===== config.mk =====
export PLATFORM = sky130hd
export DESIGN_NAME = uart_rx
export DESIGN_NICKNAME = d
export VERILOG_FILES = /design/src/rtl/uart_pkg.sv /design/src/rtl/uart_rx_sync.sv /design/src/rtl/uart_rx.sv
export SDC_FILE = /design/constraint.sdc
export NUM_CORES = 1
export LEC_CHECK = 0
export BUFFER_PORTS_ARGS = -buffer_cell sky130_fd_sc_hd__buf_2
export CAP_MARGIN = 40
export CORE_MARGIN = 10
export CORE_UTILIZATION = 43
export CTS_CLUSTER_SIZE = 8
export DETAILED_ROUTE_END_ITERATION = 10
export PLACE_DENSITY = 0.66
export RECOVER_POWER = 50
export SYNTH_ARGS = -nofsm -noshare
export SYNTH_HDL_FRONTEND = slang
export SYNTH_HIERARCHICAL = 1
export SYNTH_SLANG_ARGS = --single-unit

===== constraint.sdc =====
create_clock -name clk -period 3.7 [get_ports clk]
set_input_delay 0.185 -clock clk [delete_from_list [all_inputs] [get_ports clk]]
set_output_delay 0.185 -clock clk [all_outputs]
set_load 0.005 [all_outputs]

===== src/rtl/uart_pkg.sv =====
// Shared UART definitions: FSM state encodings, parity-type codes, payload
// struct and the parity helper used by both the transmit and receive halves.
package uart_pkg;

  localparam int unsigned DATA_W = 8;
  localparam int unsigned DIV_W  = 16;
  localparam int unsigned ST_W   = 3;

  localparam logic [ST_W-1:0] S_IDLE   = 3'd0;
  localparam logic [ST_W-1:0] S_START  = 3'd1;
  localparam logic [ST_W-1:0] S_DATA   = 3'd2;
  localparam logic [ST_W-1:0] S_PARITY = 3'd3;
  localparam logic [ST_W-1:0] S_STOP   = 3'd4;

  localparam logic [1:0] PAR_NONE = 2'b00;
  localparam logic [1:0] PAR_EVEN = 2'b01;
  localparam logic [1:0] PAR_MARK = 2'b10;
  localparam logic [1:0] PAR_ODD  = 2'b11;

  // Byte plus status as presented on the receive interface
  typedef struct packed {
    logic [DATA_W-1:0] data;
    logic              parity_err;
    logic              frame_err;
  } rx_word_t;

  function automatic logic uart_parity(input logic [DATA_W-1:0] data,
                                       input logic [1:0]        ptype);
    logic p;
    case (ptype)
      PAR_EVEN: p = ^data;
      PAR_ODD:  p = ~^data;
      PAR_MARK: p = 1'b1;
      default:  p = 1'b0;
    endcase
    return p;
  endfunction

endpackage


===== src/rtl/uart_rx_sync.sv =====
// Multi-flop synchronizer for the serial line plus falling-edge detect on the
// synchronized value.
module uart_rx_sync #(
  parameter int unsigned SYNC_STAGES = 2
) (
  input  logic clk,
  input  logic rst,
  input  logic rx,
  output logic rx_sync,
  output logic fall_c
);

  logic [SYNC_STAGES-1:0] sync_q, sync_d;
  logic                   prev_q, prev_d;

  always_comb begin
    sync_d = {sync_q[SYNC_STAGES-2:0], rx};
    prev_d = sync_q[SYNC_STAGES-1];
  end

  // Idle-high line: flops reset to 1 so reset release never looks like a start
  always_ff @(posedge clk or posedge rst) begin
    if (rst) begin
      sync_q <= '1;
      prev_q <= 1'b1;
    end else begin
      sync_q <= sync_d;
      prev_q <= prev_d;
    end
  end

  assign rx_sync = sync_q[SYNC_STAGES-1];
  assign fall_c  = prev_q & ~sync_q[SYNC_STAGES-1];

endmodule


===== src/rtl/uart_rx.sv =====
// UART receiver: mid-bit sampling, optional parity, valid/ready byte output
// with parity/framing/overrun status. Define UART_RX_MAJORITY_EN for 3-tap voting.
module uart_rx
  import uart_pkg::*;
#(
  parameter int unsigned SYNC_STAGES = 2
) (
  input  logic              clk,
  input  logic              rst,
  input  logic              rx,
  input  logic [DIV_W-1:0]  baud_divisor,
  input  logic [1:0]        i_parity_type,
  output logic [DATA_W-1:0] rx_data,
  output logic              rx_valid,
  input  logic              rx_ready,
  output logic              parity_err,
  output logic              frame_err,
  output logic              overrun,
  output logic              busy
);

  logic rx_s;
  logic fall_c;

  uart_rx_sync #(.SYNC_STAGES(SYNC_STAGES)) u_sync (
    .clk     (clk),
    .rst     (rst),
    .rx      (rx),
    .rx_sync (rx_s),
    .fall_c  (fall_c)
  );

  logic [ST_W-1:0]   state_q, state_d;
  logic [DIV_W-1:0]  cnt_q, cnt_d;
  logic [DIV_W-1:0]  div_q, div_d;
  logic [1:0]        par_q, par_d;
  logic [DATA_W-1:0] shreg_q, shreg_d;
  logic [2:0]        idx_q, idx_d;
  logic              perr_q, perr_d;
  rx_word_t          out_q, out_d;
  logic              valid_q, valid_d;
  logic              ovr_q, ovr_d;
  logic              busy_q, busy_d;

  logic [DIV_W-1:0]  half_c;
  logic [DIV_W-1:0]  restart_c;
  logic              start_tick_c;
  logic              bit_tick_c;
  logic              samp_c;

  assign half_c = div_q >> 1;

`ifdef UART_RX_MAJORITY_EN
  logic [1:0] hist_q, hist_d;

  // Vote is resolved one clock after the centre tap, so the counter restarts
  // at 1 to keep count 0 aligned with the start-bit centre.
  always_comb begin
    hist_d       = {hist_q[0], rx_s};
    samp_c       = (hist_q[1] & hist_q[0]) | (hist_q[1] & rx_s) | (hist_q[0] & rx_s);
    start_tick_c = (cnt_q == DIV_W'(half_c + 1'b1));
    bit_tick_c   = (cnt_q == '0);
    restart_c    = DIV_W'(1);
  end

  always_ff @(posedge clk or posedge rst) begin
    if (rst) hist_q <= 2'b11;
    else     hist_q <= hist_d;
  end
`else
  always_comb begin
    samp_c       = rx_s;
    start_tick_c = (cnt_q == half_c);
    bit_tick_c   = (cnt_q == DIV_W'(div_q - 1'b1));
    restart_c    = '0;
  end
`endif

  // Next-state, datapath and output-register update
  always_comb begin
    state_d = state_q;
    cnt_d   = (cnt_q == DIV_W'(div_q - 1'b1)) ? '0 : DIV_W'(cnt_q + 1'b1);
    div_d   = div_q;
    par_d   = par_q;
    shreg_d = shreg_q;
    idx_d   = idx_q;
    perr_d  = perr_q;
    out_d   = out_q;
    valid_d = valid_q & ~rx_ready;
    ovr_d   = ovr_q;

    case (state_q)
      S_IDLE: begin
        cnt_d = '0;
        if (fall_c) begin
          state_d = S_START;
          div_d   = baud_divisor;
          par_d   = i_parity_type;
          perr_d  = 1'b0;
        end
      end

      S_START: begin
        if (start_tick_c) begin
          if (!samp_c) begin
            state_d = S_DATA;
            cnt_d   = restart_c;
            idx_d   = '0;
          end else begin
            state_d = S_IDLE;
          end
        end
      end

      S_DATA: begin
        if (bit_tick_c) begin
          shreg_d = {samp_c, shreg_q[DATA_W-1:1]};
          idx_d   = 3'(idx_q + 3'd1);
          if (idx_q == 3'd7) begin
            state_d = (par_q == PAR_NONE) ? S_STOP : S_PARITY;
          end
        end
      end

      S_PARITY: begin
        if (bit_tick_c) begin
          perr_d  = (samp_c != uart_parity(shreg_q, par_q));
          state_d = S_STOP;
        end
      end

      S_STOP: begin
        if (bit_tick_c) begin
          state_d = S_IDLE;
          // A byte accepted this cycle frees the holding register for the new one
          if (!valid_q || rx_ready) begin
            out_d.data       = shreg_q;
            out_d.parity_err = perr_q;
            out_d.frame_err  = ~samp_c;
            valid_d          = 1'b1;
          end else begin
            ovr_d = 1'b1;
          end
        end
      end

      default: state_d = S_IDLE;
    endcase

    busy_d = (state_d != S_IDLE);
  end

  always_ff @(posedge clk or posedge rst) begin
    if (rst) begin
      state_q <= S_IDLE;
      cnt_q   <= '0;
      div_q   <= '0;
      par_q   <= PAR_NONE;
      shreg_q <= '0;
      idx_q   <= '0;
      perr_q  <= 1'b0;
      out_q   <= '0;
      valid_q <= 1'b0;
      ovr_q   <= 1'b0;
      busy_q  <= 1'b0;
    end else begin
      state_q <= state_d;
      cnt_q   <= cnt_d;
      div_q   <= div_d;
      par_q   <= par_d;
      shreg_q <= shreg_d;
      idx_q   <= idx_d;
      perr_q  <= perr_d;
      out_q   <= out_d;
      valid_q <= valid_d;
      ovr_q   <= ovr_d;
      busy_q  <= busy_d;
    end
  end

  assign rx_data    = out_q.data;
  assign parity_err = out_q.parity_err;
  assign frame_err  = out_q.frame_err;
  assign rx_valid   = valid_q;
  assign overrun    = ovr_q;
  assign busy       = busy_q;

endmodule


[Yosys cells after proc, flatten, opt, wreduce, memory -nomap -nowiden]
Cells that the tools add are included.
Storage, ports and cells
  bits in latches: 0
  output and inout bits: 13
  RAM bits: 0
  bits in registers: 65
  bits in read-only memories: 0
  input port bits: 22
  memories: 0
Cells by class
  equal/unequal tests: 16
  divide/modulo/power cells: 0
  bitwise logic cells: 5
  $add $sub $neg: 3
  reductions and logical operators: 15
  $lt $le $gt $ge: 0
  $mul: 0
  muxes and demuxes: 26
  shift-type cells: 0
Operators with widths (number)
  two-way mux 16 bit: 3
  case mux 16 bit (2 select lines): 1
  two-way mux 3 bit: 10
  adder 16 x 1 -> 16 bit, second input constant: 1
  equality test 16 x 15 -> 1 bit: 1
  equality test 16 bit: 1
  subtractor 16 x 1 -> 16 bit, second input constant: 1
  case mux 3 bit (5 select lines): 1
  != test 2 bit, second input constant: 5
  AND reduction 3 bit: 3
  XNOR reduction 8 bit: 1
  parity 8 bit: 1
  two-way mux 1 bit: 7
  equality test 3 x 2 -> 1 bit, second input constant: 2
  equality test 3 bit, second input constant: 2
  case mux 3 bit (2 select lines): 1
  equality test 2 bit, second input constant: 2
  AND reduction 2 bit: 2
  AND reduction 4 bit: 1
  nonzero test 2 bit: 2
  adder 3 x 1 -> 3 bit, second input constant: 1
  equality test 3 x 1 -> 1 bit, second input constant: 1
  logical NOT 3 bit: 1
  inverter 1 bit: 3
  10 further kinds: 11

[Depth between registers and ports, before layout]
Gate-level depths: netlist (run 1).
  depth in word-level cells: 7
  mapped depth: 12

[Modules after synthesis]
Netlist (run 1), hierarchy kept.
Modules (own cells, without submodules)
  uart_rx: cells each 331, instances 1, area each 3505.9 um^2, seq. area each 1551.5 um^2
  uart_rx_sync: cells each 5, instances 1, area each 96.3 um^2, seq. area each 78.8 um^2

[Worst setup path before layout (run 1)]
OpenSTA, ideal clock, no wires.
  path kind: reg-to-reg
  from: register div_q[0]
  to: register idx_q[1]
  cell stages (with the launch flop): 13
  setup slack: 0.329 ns
  setup time: 0.125 ns
  period minus slack after synthesis: 3.371 ns
  arrival time: 3.246 ns
  path through: dfrtp_1 inv_1 ha_1 or4b_1 buf_2 nor4_1 xnor2_1 nand4_1 or4_1 buf_6 or3_4 buf_6 mux2_4
Between the ends
  word-level cells in the longest chain between the ends: 4
RTL lines
  start, declared: RTL line uart_rx.sv:35  | logic [DIV_W-1:0] div_q, div_d;
  start signal, assigned: RTL line uart_rx.sv:169  | div_q <= div_d;
  subtractor 16 x 1 -> 16 bit: RTL line uart_rx.sv:74  | bit_tick_c = (cnt_q == DIV_W'(div_q - 1'b1));
  equality test 16 bit: RTL line uart_rx.sv:74
  != test 2 bit (no line)
  AND reduction 4 bit (no line)
  end signal, assigned: RTL line uart_rx.sv:172  | idx_q <= idx_d;
  end, declared: RTL line uart_rx.sv:38  | logic [2:0] idx_q, idx_d;
No other way between the ends.
A chain may end at the register's enable or synchronous reset.

[Worst setup path after layout (run 1)]
  from: register div_q[1]
  to: register idx_q[2]
Between the ends
  word-level cells in the longest chain between the ends: 4
  elaborated cells on any way between the ends: 6
  classes of those cells: add/sub (1); eq/ne (4); reduce/logical (1)
RTL lines (RTL line)
  subtractor 16 x 1 -> 16 bit: uart_rx.sv:74
  equality test 16 bit: uart_rx.sv:74
  != test 2 bit (no line)
  AND reduction 4 bit (no line) (*)
Every way passes the cells marked *; elsewhere a longest branch is shown, timed or not.

==> metrics.cfg, run 1 <==
[routing]
firstDrtPassIters = 6
drtIter0Drc = 123
ant_nets = 0
totalWireLength_um = 7470
avgRoutedWirePerCell_um = 15.50
vias = 2534
vias_per_cell = 5.257
drc_errors = 0

[worst_setup_path]
cp-startpoint = div_q[1]
cp-start-kind = register
critPathCaptureType = register
rr_startpoint = div_q[1]
ff2ff_path_depth = 9
cp_max_fo = 11
worst_ep_arrival_time_ns = 3.78
rrSetupSlack_ns = 0.14
required_ns = 3.92
critical_path_class = register to register
rr_endpoint = idx_q[2]

[clock_tree]
cts_setup_buffers = 0
cts_root_buf = clkbuf_8
htreeDepth = 3
numCtsBuffers = 9
cts_tree = yes
clkLatencyLatePin_ns = 0.34
cts_sinks = 65
cts_buffer_depth = 2
clk_pin_slew_worst_paths_ns = 0.08

[logic_synthesis]
synthSimpleGateAreaFrac_pct = 18.24
ys_seq_elements = 65
ys_seq_area_share_pct = 45.26
syn_inst = 336
synth-edff-count = 0
synth_nets = 362
synth-xor-area-share_pct = 12.89
synth_area_leaders = dfrtp_1 (43%), mux2_2 (8.8%), xor2_1 (6.8%)
synth_top_family_by_area = simple AND/OR/NAND/NOR gates
synth_cell_types = 49
syn_area_sq_um = 3602
synth_mux_area_share_pct = 13.62
synth_fa_ha_area_share_pct = 1.389
synth-async-reset-ratio_pct = 100.0
yosysTopAreaCellShare_pct = 43.07
yosys_warnings = 6
synth_compound_area_share_pct = 4.759
yosysTopAreaCell = dfrtp_1
avgSynthCellArea_sq_um = 10.72
yosys_most_used_dff = dfrtp_1

[finish]
syn2layout_area_growth_pct = 14.97
layout-drive-gt1-share_pct = 24.93
instances_no_fill = 482
insertedDiodeCount = 0
seq_area_sq_um = 1630
fin_nets = 398
multiInputGateArea_sq_um = 1838
fill_cells = 773

[job]
maxCapViolCount = 1

[floorplan]
die_w_um = 111.5
start_util_pct = 44.06
core_sq_um = 8175
num_rows = 33
die_h_um = 111.5
dieArea_sq_um = 12440
io_pins = 35

[sta]
period_share_pct = 96.21
finClkSkew_ns = 0.008479
setup_ws_ns = 0.1401
rsz0062_at_grt = false
slew_viol_final = 0
worst_pin_slew_ns = 1.491
setup_tns_ns = 0
min_period_ns = 3.560
finalSetupViolCount = 0
max_freq_ghz = 0.2809
hold_violations = 0
relSlewSlack_pct = 0.6176

[pwr]
p_leak_nw = 1.921
power_density_nw_per_um2 = 642.5
peakVddDrop_v = 0.0003647
swShare_pct = 35.14
p_seq_share_pct = 41.3
internal_power_w = 0.001726
pwr-share-clk_pct = 27.5
power_frac_comb_pct = 31.2
netSwitchingPower_w = 0.0009349

[global_routing]
grt_usage_pct = 12.20
grt_pass1_wl_um = 12610
antenna_found_initial = 0
grt_max_degree = 29
globalRouteOverflowTotal = 0
grt_pass1_vias = 2620

[place]
gp_congestion = 0.8286
placedCellCount = 464
portBuffers = 34
dp_hpwl_um = 5507
pre_cts_ws_ns = 0.1678

[min_path]
hold_start = baud_divisor[1]
worst_hold_path_type = primary input to register
min_path_cells = 3
worst_hold_path.endpoint = div_q[1]

[outcome]
status = finished with violations
violations = max-capacitance violations

[kinds of logic after synthesis]
group,Yosys count
flops,65
compound gates,24
fa+ha+maj,4
mux,41
simple gates,119
buf+inv,30
xor+xnor,53
[per-layer routing]
metal  part of all wire [%]  vias to the layer above  track usage, %
met4                    1.1                        0           5.313
met1                     46                     1235           14.72
li1                       -                     1233               -
met2                     48                       60           19.93
met5                      0                        -               0
met3                    4.5                        6           3.328
[power groups by stage]
stage	clock network, W	registers [W]	logic (W)
floorplan	0	0.000969	0.000751
finish	0.000731	0.00110	0.000831
global placement	0	0.00110	0.000809
detailed placement	0	0.00111	0.000830
global route	0.000785	0.00112	0.000938
CTS	0.000752	0.00109	0.000841
[cell type report]
type / count / share of cell area (%)
inverter: 9 / 0.8157
sequential: 65 / 39.37
timing repair buffer: 46 / 6.375
multi-input combinational: 241 / 44.38
clock buffer: 10 / 3.082
tap: 105 / 3.172
clock inverter: 6 / 2.810
[sequential cells by signal (all words and copies together), names as in the netlist]
| name | count |
|---|---|
| frame_err | 1 |
| overrun | 1 |
| idx_q | 3 |
| perr_q | 1 |
| u_sync/sync_q | 2 |
| state_q | 3 |
| parity_err | 1 |
| cnt_q | 16 |
| par_q | 2 |
| rx_valid | 1 |
| busy | 1 |
| div_q | 16 |
| shreg_q | 8 |
| u_sync/prev_q | 1 |
| rx_data | 8 |
[worst max path at each step]
stage	depth (start not counted)	endpoint	slack, ns
final	9	idx_q[2]	0.14
after global routing	9	idx_q[2]	0.02
after floorplan	12	idx_q[1]	0.33
after CTS	9	idx_q[2]	0.14
after detailed placement	9	shreg_q[1]	0.17
after global placement	9	shreg_q[5]	0.24
[synthesized netlist by cell type (2+ instances only)]
library cell,number
a21o_1,2
a21oi_1,2
and3_1,7
buf_2,3
buf_6,3
clkbuf_1,15
dfrtp_1,62
dfstp_2,3
ha_1,4
inv_1,9
mux2_2,28
mux2_4,9
mux2i_1,4
nand2_1,14
nand2b_1,4
nand3_1,12
nand4_1,7
nor2_1,28
nor2b_1,9
nor3_1,11
nor3b_1,2
nor4_1,9
o211ai_1,2
o21ai_0,6
or2_2,3
or3_1,3
or4_1,2
xnor2_1,25
xor2_1,28
[cells in the final DEF (no fill, tap or decap), drive strengths merged, types with 3 or more instances in the layout]
cell type and instances:
xnor2 25, nand4 7, nor2 28, nand3 12, bufinv 3, nor3 12, xor2 28, inv 9
ha 4, mux2 37, nand2b 4, buf 31, or3 4, nor4 9, nand2 14, or2 3
and3 7, dfstp 3, nor2b 10, dfrtp 62, clkinv 3, mux2i 4, o21ai 6, clkbuf 23
[timing repair]
action	in CTS	in global routing
hold buffers	2	0
gates resized for setup	0	1
endpoints found under the setup margin	0	10
hold endpoints to repair	15	0
[worst max-delay path, cell delays in order, from the launching register on]
cell and delay (ns):
dfrtp_1 0.43, inv_1 0.09, ha_1 0.16, or4b_1 0.59, nor4_1 0.34, xnor2_1 0.16, nand4_1 0.09, or4_1 0.70
or3_4 0.55, mux2_4 0.32
[metrics by stage]
stage / power, W / instance area, sq um / util [%] / hold WS [ns]
after floorplan: 0.001720 / 3602 / - / 0.1183
after global placement: 0.001906 / 3871 / 47.35 / 0.2477
after detailed placement: 0.001939 / 3906 / 47.78 / 0.1739
after CTS: 0.002687 / 4170 / 51.01 / 0.04669
after global routing: 0.002846 / 4141 / 50.66 / 0.06463
final: 0.002661 / 4141 / 50.66 / 0.06413
Power figures use the tool's default switching activity.
==> inputs of run 2 (changes only) <==
--- a/config.mk
+++ b/config.mk
@@ -15,5 +15,4 @@
 export RECOVER_POWER = 50
 export SYNTH_ARGS = -nofsm -noshare
 export SYNTH_HDL_FRONTEND = slang
-export SYNTH_HIERARCHICAL = 1
 export SYNTH_SLANG_ARGS = --single-unit
==> run 2 against run 1 <==
Effect of this change: the run now ends clean; die area is 0.89% higher; sequential cell count unchanged; worst setup slack improved by 0.038 ns; register-to-register slack gained 0.04 ns; non-clock buffer count fell by 6; largest power group unchanged; highest routed layer unchanged.
==> metrics.cfg, run 2 <==
[floorplan]
io_pins = 35  ; unchanged
die_w_um = 112.0  ; was 111.5 um
start_util_pct = 44.31  ; was 44.06%
core_sq_um = 8217  ; was 8175 sq um
die_h_um = 112.0  ; was 111.5 um
dieArea_sq_um = 12550  ; was 12440 sq um
num_rows = 33  ; unchanged

[logic_synthesis]
avgSynthCellArea_sq_um = 10.40  ; was 10.72 sq um
yosys_warnings = 0  ; was 6
synth_common_cells = dfrtp_1 (62), mux2_2 (36), xor2_1 (34), nor2_1 (31), xnor2_1 (22)  ; was dfrtp_1 (62), mux2_2 (28), nor2_1 (28), xor2_1 (28), xnor2_1 (25)
synth_cell_types = 49  ; unchanged
yosysTopAreaCellShare_pct = 42.61  ; was 43.07%
synth_area_leaders = dfrtp_1 (43%), mux2_2 (11%), xor2_1 (8.2%)  ; was dfrtp_1 (43%), mux2_2 (8.8%), xor2_1 (6.8%)
yosys_most_used_dff = dfrtp_1  ; unchanged
ys_seq_area_share_pct = 44.78  ; was 45.26%
ys_seq_elements = 65  ; unchanged
synth-async-reset-ratio_pct = 100.0  ; unchanged
synth-edff-count = 0  ; unchanged
syn_area_sq_um = 3641  ; was 3602 sq um
syn_inst = 350  ; was 336
yosysMostFrequentCell = dfrtp_1  ; unchanged
yosysTopAreaCell = dfrtp_1  ; unchanged
synth_nets = 376  ; was 362

[worst_setup_path]
crit_slowest_cell = dfrtp_1  ; was or4_1
critPathTopFamily = simple AND/OR/NAND/NOR gates  ; unchanged
required_ns = 3.95  ; was 3.92 ns
critical_path_class = register to register  ; unchanged
cp_cell_sequence = inv_1 -> ha_1 -> nor3b_2 -> nand2_1 -> o31a_1 -> or3_1 -> nor4_1 -> nand3_1 -> nor3_4 -> mux2_2  ; was inv_1 -> ha_1 -> or4b_1 -> nor4_1 -> xnor2_1 -> nand4_1 -> or4_1 -> or3_4 -> mux2_4
slowest_delay_ns = 0.48  ; was 0.70 ns
worst_ep_arrival_time_ns = 3.77  ; was 3.78 ns
cp_max_fo = 10  ; was 11
ff2ff_path_depth = 10  ; was 9
rrSetupSlack_ns = 0.18  ; was 0.14 ns
critPathBufInv = 1  ; unchanged
critPathCaptureType = register  ; unchanged
rr_endpoint = rx_data[4]  ; was idx_q[2]
cp-start-kind = register  ; unchanged
rr_startpoint = div_q[0]  ; was div_q[1]

[global_routing]
grtUsageMet3_pct = 2.769  ; was 3.328%
antenna_found_initial = 0  ; unchanged
grt-busiest-layer = met2  ; unchanged
grt_usage_pct = 13.04  ; was 12.20%
met1_usage_pct = 17.38  ; was 14.72%
grtUsageMet2_pct = 19.85  ; was 19.93%
grt_max_degree = 40  ; was 29
globalRouteOverflowTotal = 0  ; unchanged
grt_pass1_wl_um = 13720  ; was 12610 um
grt_pass1_vias = 2742  ; was 2620

[finish]
multiInputGateArea_sq_um = 1903  ; was 1838 sq um
top_regs = cnt_q x16, div_q x16  ; unchanged
seq_area_sq_um = 1630  ; unchanged
fin_nets = 406  ; was 398
finish.utilization_pct = 49.95  ; was 50.66%
instances_no_fill = 490  ; was 482
insertedDiodeCount = 0  ; unchanged
layout_common_cells = dfrtp_1 (62), mux2_2 (36), xor2_1 (34)  ; was dfrtp_1 (62), nor2_1 (28), xor2_1 (28), mux2_2 (28), xnor2_1 (25)
syn2layout_area_growth_pct = 12.71  ; was 14.97%
layout_commonest_cell = dfrtp_1  ; unchanged
fill_cells = 753  ; was 773
layout-drive-gt1-share_pct = 23.38  ; was 24.93%

[sta]
finalSetupViolCount = 0  ; unchanged
setup_tns_ns = 0  ; unchanged
slew_viol_final = 0  ; unchanged
finClkSkew_ns = 0.01226  ; was 0.008479 ns
hold_violations = 0  ; unchanged
min_period_ns = 3.522  ; was 3.560 ns
rsz0062_at_grt = false  ; unchanged
relSlewSlack_pct = 32.58  ; was 0.6176%
worst_pin_slew_ns = 1.010  ; was 1.491 ns
period_share_pct = 95.18  ; was 96.21%
max_freq_ghz = 0.2840  ; was 0.2809 GHz

[clock_tree]
cts_sinks = 65  ; unchanged
clkLatencyLatePin_ns = 0.35  ; was 0.34 ns
cts_setup_buffers = 0  ; unchanged
cts_root_buf = clkbuf_8  ; unchanged
clk_pin_slew_worst_paths_ns = 0.08  ; about the same
htreeDepth = 3  ; unchanged
cts_tree = yes  ; unchanged
cts_buffer_depth = 2  ; unchanged
numCtsBuffers = 9  ; unchanged
ctsResizeCount = 0  ; unchanged

[pwr]
internal_power_w = 0.001520  ; was 0.001726 W
netSwitchingPower_w = 0.0009435  ; was 0.0009349 W
pwr-share-clk_pct = 25.8  ; was 27.5%
power_frac_comb_pct = 30.4  ; was 31.2%
power_density_nw_per_um2 = 600.3  ; was 642.5 nW/um^2
p_leak_nw = 1.851  ; was 1.921 nW
peakVddDrop_v = 0.0004691  ; was 0.0003647 V
swShare_pct = 38.29  ; was 35.14%
p_seq_share_pct = 43.9  ; was 41.3%

[routing]
drtIter0Drc = 152  ; was 123
totalWireLength_um = 7984  ; was 7470 um
firstDrtPassIters = 5  ; was 6
drc_errors = 0  ; unchanged
avgRoutedWirePerCell_um = 16.29  ; was 15.50 um
ant_nets = 0  ; unchanged
vias_per_cell = 5.427  ; was 5.257
vias = 2659  ; was 2534

[min_path]
worst_hold_path.endpoint = div_q[12]  ; was div_q[1]
worst_hold_path_type = primary input to register  ; unchanged
hold_start = baud_divisor[12]  ; was baud_divisor[1]
min_path_cells = 2  ; was 3

[place]
gp_congestion = 0.9390  ; was 0.8286
portBuffers = 34  ; unchanged
dp_hpwl_um = 5932  ; was 5507 um
placedCellCount = 472  ; was 464

[job]
maxCapViolCount = 0  ; was 1

[outcome]
status = finished clean  ; was finished with violations

run 2: cell count changes in the layout (fill, tap and decap cells not counted), sizes merged, moves of 3 or more:
cell | previous run | this run
nand3 | 12 | 18
xor2 | 28 | 34
a21oi | 2 | 6
buf | 31 | 27
nand2 | 14 | 18
nor2b | 10 | 6
or3 | 4 | 8
clkbuf | 23 | 20
nor2 | 28 | 31
xnor2 | 25 | 22
run 2: cell type report:
cell class / instances / area share [%]
Multi-Input combinational cell: 259 / 46.37
Sequential cell: 65 / 39.73
Timing Repair Buffer: 40 / 5.183
Tap cell: 105 / 3.201
Clock buffer: 9 / 3.018
Clock inverter: 7 / 2.043
Inverter: 5 / 0.4573
run 2: worst max path at each step:
| stage | from | slack, ns | endpoint | cells after the start |
|---|---|---|---|---|
| 2_1_floorplan | div_q[0] | 0.63 | parity_err | 11 |
| 4_1_cts | div_q[0] | 0.22 | rx_data[6] | 10 |
| 3_3_place_gp | div_q[0] | 0.35 | rx_data[5] | 10 |
| 6_report | div_q[0] | 0.18 | rx_data[4] | 10 |
| 5_1_grt | div_q[1] | 0.03 | parity_err | 10 |
| 3_5_place_dp | div_q[0] | 0.22 | rx_data[4] | 10 |
run 2: kinds of logic after synthesis:
kind of cell | share of synthesized area (%)
AND/OR/NAND/NOR | 19.76
multiplexers | 12.51
XOR/XNOR | 13.47
buffers and inverters | 2.956
flip-flops | 44.78
adder cells (fa/ha/maj) | 1.375
AO/OA/AOI/OAI | 5.155
run 2: routing by layer:
metal	share of wire, %	vias up
met3	3.9	13
met1	49	1285
met4	1.8	0
li1	-	1284
met2	45	77
met5	0	-
run 2: through the flow:
| stage | hold WS, ns | total power [W] | area, sq um | setup slack [ns] |
|---|---|---|---|---|
| floorplan | 0.1895 | 0.001624 | 3641 | 0.6305 |
| global placement | 0.2669 | 0.001806 | 3876 | 0.3511 |
| detailed placement | 0.2678 | 0.001825 | 3891 | 0.2159 |
| CTS | 0.05127 | 0.002471 | 4119 | 0.2203 |
| global route | 0.05110 | 0.002615 | 4104 | 0.02590 |
| finish | 0.06122 | 0.002464 | 4104 | 0.1783 |
run 2: power groups by stage:
stage,combinational [W],clock [W],sequential [W]
global placement,0.000723,0,0.00108
global route,0.000823,0.000681,0.00111
CTS,0.000742,0.000652,0.00108
floorplan,0.000680,0,0.000943
finish,0.000748,0.000635,0.00108
detailed placement,0.000734,0,0.00109
run 2: timing repair:
item | in CTS | in global routing
hold endpoints to repair | 27 | 0
hold buffers | 2 | 0
setup endpoints to repair | 0 | 0
